### config.mk
export PLATFORM = sky130hd
export DESIGN_NAME = reduce_tree_pipe
export DESIGN_NICKNAME = d
export VERILOG_FILES = /design/src/rtl/reduce_tree_pipe_pkg.sv /design/src/rtl/reduce_tree_pipe_stage.sv /design/src/rtl/reduce_tree_pipe.sv
export SDC_FILE = /design/constraint.sdc
export NUM_CORES = 1
export LEC_CHECK = 0
export ABC_AREA = 0
export BUFFER_PORTS_ARGS = -buffer_cell sky130_fd_sc_hd__buf_4
export CAP_MARGIN = 20
export CELL_PAD_IN_SITES_DETAIL_PLACEMENT = 1
export CELL_PAD_IN_SITES_GLOBAL_PLACEMENT = 1
export CORE_MARGIN = 8
export CORE_UTILIZATION = 43
export CTS_CLUSTER_SIZE = 40
export DETAILED_ROUTE_END_ITERATION = 10
export GPL_TIMING_DRIVEN = 0
export PLACE_DENSITY = 0.81
export SYNTH_ARGS = -nofsm -noshare
export SYNTH_HDL_FRONTEND = slang
export SYNTH_SLANG_ARGS = --single-unit
export TNS_END_PERCENT = 5
### constraint.sdc
create_clock -name clk -period 1.9 [get_ports clk]
set_clock_uncertainty 0.15 [all_clocks]
set_input_delay 0.285 -clock clk [delete_from_list [all_inputs] [get_ports clk]]
set_output_delay 0.285 -clock clk [all_outputs]
set_load 0.05 [all_outputs]
### src/rtl/reduce_tree_pipe_pkg.sv
// reduce_pkg: operator encoding and tree sizing helpers for reduce_tree_pipe
package reduce_pkg;

    typedef enum logic [1:0] {RED_AND, RED_OR, RED_XOR, RED_RSVD} reduce_op_e;

    localparam int HITCNT_W = 16;

    // RED_RSVD behaves as AND, so it shares AND's identity
    function automatic logic red_identity(input reduce_op_e op);
        return (op == RED_OR || op == RED_XOR) ? 1'b0 : 1'b1;
    endfunction

    function automatic int red_lvl_w(input int width, input int fanin, input int lvl);
        int w;
        w = width;
        for (int i = 0; i < lvl; i++) w = (w + fanin - 1) / fanin;
        return w;
    endfunction

    function automatic int red_nstage(input int width, input int fanin);
        int w;
        int n;
        w = width;
        n = 0;
        while (w > 1) begin
            w = (w + fanin - 1) / fanin;
            n++;
        end
        return (n < 1) ? 1 : n;
    endfunction

    // bit offset of tree level lvl (>=1) inside the flat level register
    function automatic int red_lvl_off(input int width, input int fanin, input int lvl);
        int off;
        off = 0;
        for (int i = 1; i < lvl; i++) off += red_lvl_w(width, fanin, i);
        return off;
    endfunction

endpackage

### src/rtl/reduce_tree_pipe_stage.sv
// reduce_stage: one combinational tree level, FANIN-wide groups padded with the op identity
module reduce_stage
    import reduce_pkg::*;
#(
    parameter int IN_W  = 4,
    parameter int FANIN = 4
) (
    input  logic [IN_W-1:0]                  d,
    input  reduce_op_e                       op,
    output logic [(IN_W+FANIN-1)/FANIN-1:0]  q
);
    localparam int OUT_W = (IN_W + FANIN - 1) / FANIN;
    localparam int PAD_W = OUT_W * FANIN;

    logic [PAD_W-1:0] pad;

    always_comb begin
        pad = {PAD_W{red_identity(op)}};
        pad[IN_W-1:0] = d;
    end

    for (genvar i = 0; i < OUT_W; i++) begin : g_grp
        logic [FANIN-1:0] grp;
        assign grp  = pad[i*FANIN +: FANIN];
        assign q[i] = (op == RED_OR) ? |grp : (op == RED_XOR) ? ^grp : &grp;
    end

endmodule

### src/rtl/reduce_tree_pipe.sv
// reduce_tree_pipe: pipelined FANIN-ary AND/OR/XOR reduction of a&b with valid/ready handshake
// Define REDUCE_TREE_PIPE_HITCNT_EN to add the saturating hit_cnt output.
module reduce_tree_pipe
    import reduce_pkg::*;
#(
    parameter int WIDTH = 32,
    parameter int FANIN = 4
) (
    input  logic               clk,
    input  logic               rst_n,
    input  logic               in_valid,
    output logic               in_ready,
    input  logic [WIDTH-1:0]   a,
    input  logic [WIDTH-1:0]   b,
    input  logic [1:0]         op,
    output logic               out_valid,
    input  logic               out_ready,
    output logic               out_y,
    output logic [WIDTH-1:0]   out_vec
`ifdef REDUCE_TREE_PIPE_HITCNT_EN
    ,
    output logic [HITCNT_W-1:0] hit_cnt
`endif
);
    localparam int NSTAGE = red_nstage(WIDTH, FANIN);
    localparam int TOT    = red_lvl_off(WIDTH, FANIN, NSTAGE + 1);

    logic [NSTAGE:0]  v;
    reduce_op_e       o   [0:NSTAGE-1];
    logic [WIDTH-1:0] vec [0:NSTAGE];
    logic [TOT-1:0]   dat;
    logic [TOT-1:0]   nx;
    logic             stall;

    assign stall     = v[NSTAGE] && !out_ready;
    assign in_ready  = !stall;
    assign out_valid = v[NSTAGE];
    assign out_y     = dat[TOT-1];
    assign out_vec   = vec[NSTAGE];

    // all tree levels live side by side in one flat register; the last level is one bit
    for (genvar k = 1; k <= NSTAGE; k++) begin : g_lvl
        localparam int IW = red_lvl_w(WIDTH, FANIN, k - 1);
        localparam int OW = red_lvl_w(WIDTH, FANIN, k);
        localparam int OO = red_lvl_off(WIDTH, FANIN, k);
        logic [IW-1:0] d;
        if (k == 1) begin : g_first
            assign d = vec[0];
        end else begin : g_next
            assign d = dat[red_lvl_off(WIDTH, FANIN, k - 1) +: IW];
        end
        reduce_stage #(.IN_W(IW), .FANIN(FANIN)) u_stage (
            .d  (d),
            .op (o[k-1]),
            .q  (nx[OO +: OW])
        );
    end

    always_ff @(posedge clk or negedge rst_n) begin
        if (!rst_n) begin
            v   <= '0;
            dat <= '0;
            for (int k = 0; k <= NSTAGE; k++) vec[k] <= '0;
            for (int k = 0; k < NSTAGE; k++) o[k] <= RED_AND;
        end else if (!stall) begin
            v      <= {v[NSTAGE-1:0], in_valid};
            dat    <= nx;
            vec[0] <= a & b;
            o[0]   <= reduce_op_e'(op);
            for (int k = 1; k <= NSTAGE; k++) vec[k] <= vec[k-1];
            for (int k = 1; k < NSTAGE; k++) o[k] <= o[k-1];
        end
    end

`ifdef REDUCE_TREE_PIPE_HITCNT_EN
    always_ff @(posedge clk or negedge rst_n) begin
        if (!rst_n)
            hit_cnt <= '0;
        else if (out_valid && out_ready && out_y && hit_cnt != '1)
            hit_cnt <= hit_cnt + 1'b1;
    end
`endif

endmodule

==> metrics.txt <==
vias in the first global route=6412; CP Data Arrival Time=between 1 and 1.5 ns; Hold Crit Start=b[10]; reg2reg end=g_lvl[1].d[0]; CORE AREA=around 0.015 mm²; Tmin final=1.88 ns; status=completed; Slew Limit Fails=0; Max Cap Viol=0; most used flip-flop cell after synthesis=dfrtp_1; pin count of the biggest net entering global routing=90; vias per cell=approximately 5; final-report setup violation count=0; Max FO, Critical Path=19; share of cells above drive strength 1=roughly 22%; Post-Synthesis Cells=a little over 700; # H-tree levels=4; Synth Cell Area=0.00674 mm²; top cell type's share of synthesized area=55.3%; dpl hpwl=between 10000 and 15000 µm; Unique masters post-synth=25; Final period util=just under 100%; Synth async-reset ratio=100%; fin nets=~1000; DR WL met3=around 830 µm; Clock Sinks=~150; Synthesis Warnings=0; met1 WL=around 7900 µm; DR DRC count=0; starting density of the core=44.2%; Worst Path Required=roughly 1.5 ns; gr ovfl total=0; final instance area=0.00891 mm²; Power Density=~1600 mW/mm²; VDD IR max=0.776 mV; fillers=about 1700; top cells by area, synth=dfrtp_1, nand2_1, ha_1; drt pass-1 iters=5; LEAKAGE=approximately 4.7 nW; reg2reg setup slack=roughly 0.070 ns; GRT Total Usage=20.9%; DRT antenna net count=0; post-synthesis sequential area ratio=between 50% and 60%; PortBufs=104; Worst-path clk slew=approximately 0.06 ns; Final Hold Fails=0; antenna cells=0; worst-skew pair later-pin latency=0.43 ns; TritonCTS clock tree=done; area occupied by multi-input gates=~0.0024 mm²; Post-synth EDFFs=0; worst hold path depth=3; Max Clk Rate=approximately 0.53 GHz; Area Overhead vs Synth=32.3%; post-synth top area cell=dfrtp_1; Seq. cell area=0.00373 mm²; Max clock buf depth=2; R2R depth=6; setup ws final=approximately 0.023 ns; root buf cell=clkbuf_16; placed cell area=0.00782 mm²; Die H=~140 µm; Placement Setup Slack=0.0866 ns; post-synthesis register bit count=about 150; die area=roughly 0.020 mm²; pin slew with the least headroom to its limit=0.830 ns; CP startpoint kind=flop; # rows=45; via count=5533; initial antenna violation count=0; type of the worst min-delay path=input pin to flop; syn nets=approximately 830; Slew HR=between 40% and 50%; CP Capture Type=primary output; Syn Area/Cell=approximately 9.4 µm²; routability cong.=0.796; 1st-iter DRT viols=313; DRT Wirelength=between 20000 and 25000 µm; unrepaired setup endpoints after global routing=true; cts bufs inserted=17; IO Pins=roughly 110; r2r startpoint=v[3]; first-pass GRT wire length=32700 µm; routed length on met2=approximately 11000 µm; count leader, synth=nand2_1; Die X=about 140 µm; post-DR wirelength/cell=between 15 and 20 µm; hold path endpoint=g_lvl[1].d[10]; top layer reached by signal wires=met4; top cells by count, synth=nand2_1, dfrtp_1, o21ai_0, inv_1, ha_1; WS Path Type=flop to primary output
==> sequential cells by signal, indices dropped and copies added, names as in the netlist <==
name     count
dat         11
o            6
v            4
g_lvl.d     32
out_vec     32
vec         64
==> cell families (layout without fill, tap and decap cells) <==
kind of cell	after synthesis	in the layout	share of synthesized area [%]
simple gates	296	296	17.5
flops	149	149	55.3
buf+inv	113	296	8.74
compound gates	99	99	8.43
fa+ha+maj	44	44	8.17
xor+xnor	12	12	1.67
mux	1	1	0.167
==> cells in the final DEF, fill, tap and decap left out, types with 3 or more instances in the layout <==
master	count
nand2_1	255
clkbuf_1	7
a22o_1	9
inv_1	45
dfrtp_1	149
o21ai_0	68
dlygate4sd3_1	48
ha_1	44
nor2b_1	3
clkbuf_8	8
nand3_1	33
buf_4	139
buf_2	21
clkbuf_16	17
a31oi_1	4
a32oi_1	8
xnor2_1	10
a21oi_1	9
==> worst max-delay path: stages (launching register included) <==
cell and delay (ns):
dfrtp_1 0.39, nor2b_4 0.15, inv_4 0.12, buf_12 0.18, buf_8 0.16
==> cell type report <==
cell class	instances	share of cell area [%]
Clock inverter	3	0.449
Buffer	66	4.84
Timing Repair Buffer	155	14.8
Tap cell	211	2.96
Clock buffer	26	6.05
Sequential cell	149	41.8
Multi-Input combinational cell	452	27.2
Inverter	46	1.96
==> how the worst max path moves through the flow <==
stage	slack, ns	start	end	cells past startpoint
6_report	0.02	v[3]	in_ready	4
3_5_place_dp	0.09	v[3]	in_ready	5
4_1_cts	0.02	v[3]	g_lvl[1].d[1]	6
5_1_grt	-0.02	v[3]	in_ready	4
2_1_floorplan	0.16	v[3]	in_ready	4
3_3_place_gp	-0.27	rst_n	out_vec[26]	1
==> stage by stage <==
stage | hold slack [ns] | power [mW] | utilization, % | TNS [ns] | cells
after floorplan | -0.161 | 9.01 | - | 0 | 714
final | 0.00143 | 14.4 | 58.4 | 0 | 1108
after global routing | 0.00577 | 15.2 | 58.4 | -0.0399 | 1108
after detailed placement | 0.269 | 10.9 | 51.2 | 0 | 1030
after CTS | 0.000377 | 14.3 | 58.3 | 0 | 1106
after global placement | 0.299 | 10.5 | 51.0 | -39.06 | 1029
==> where the power goes <==
| group | switching [mW] | total [mW] | internal, mW |
|---|---|---|---|
| Combinational | 3.75 | 6.00 | 2.25 |
| Sequential | 0.750 | 5.11 | 4.36 |
| Clock | 1.25 | 3.30 | 2.05 |
==> timing repair <==
action,in CTS,in global routing
buffers inserted,0,2
hold endpoints to repair,114,0
setup endpoints to repair,1,7
resized for setup,5,6
hold buffers,48,0
==> layer usage <==
metal / global-route usage [%] / up-vias
li1: - / 2589
met1: 22.9 / 2775
met2: 39.3 / 131
met3: 4.02 / 38
met4: 7.24 / 0
met5: 0 / -
(Power assumes the default switching activity.)
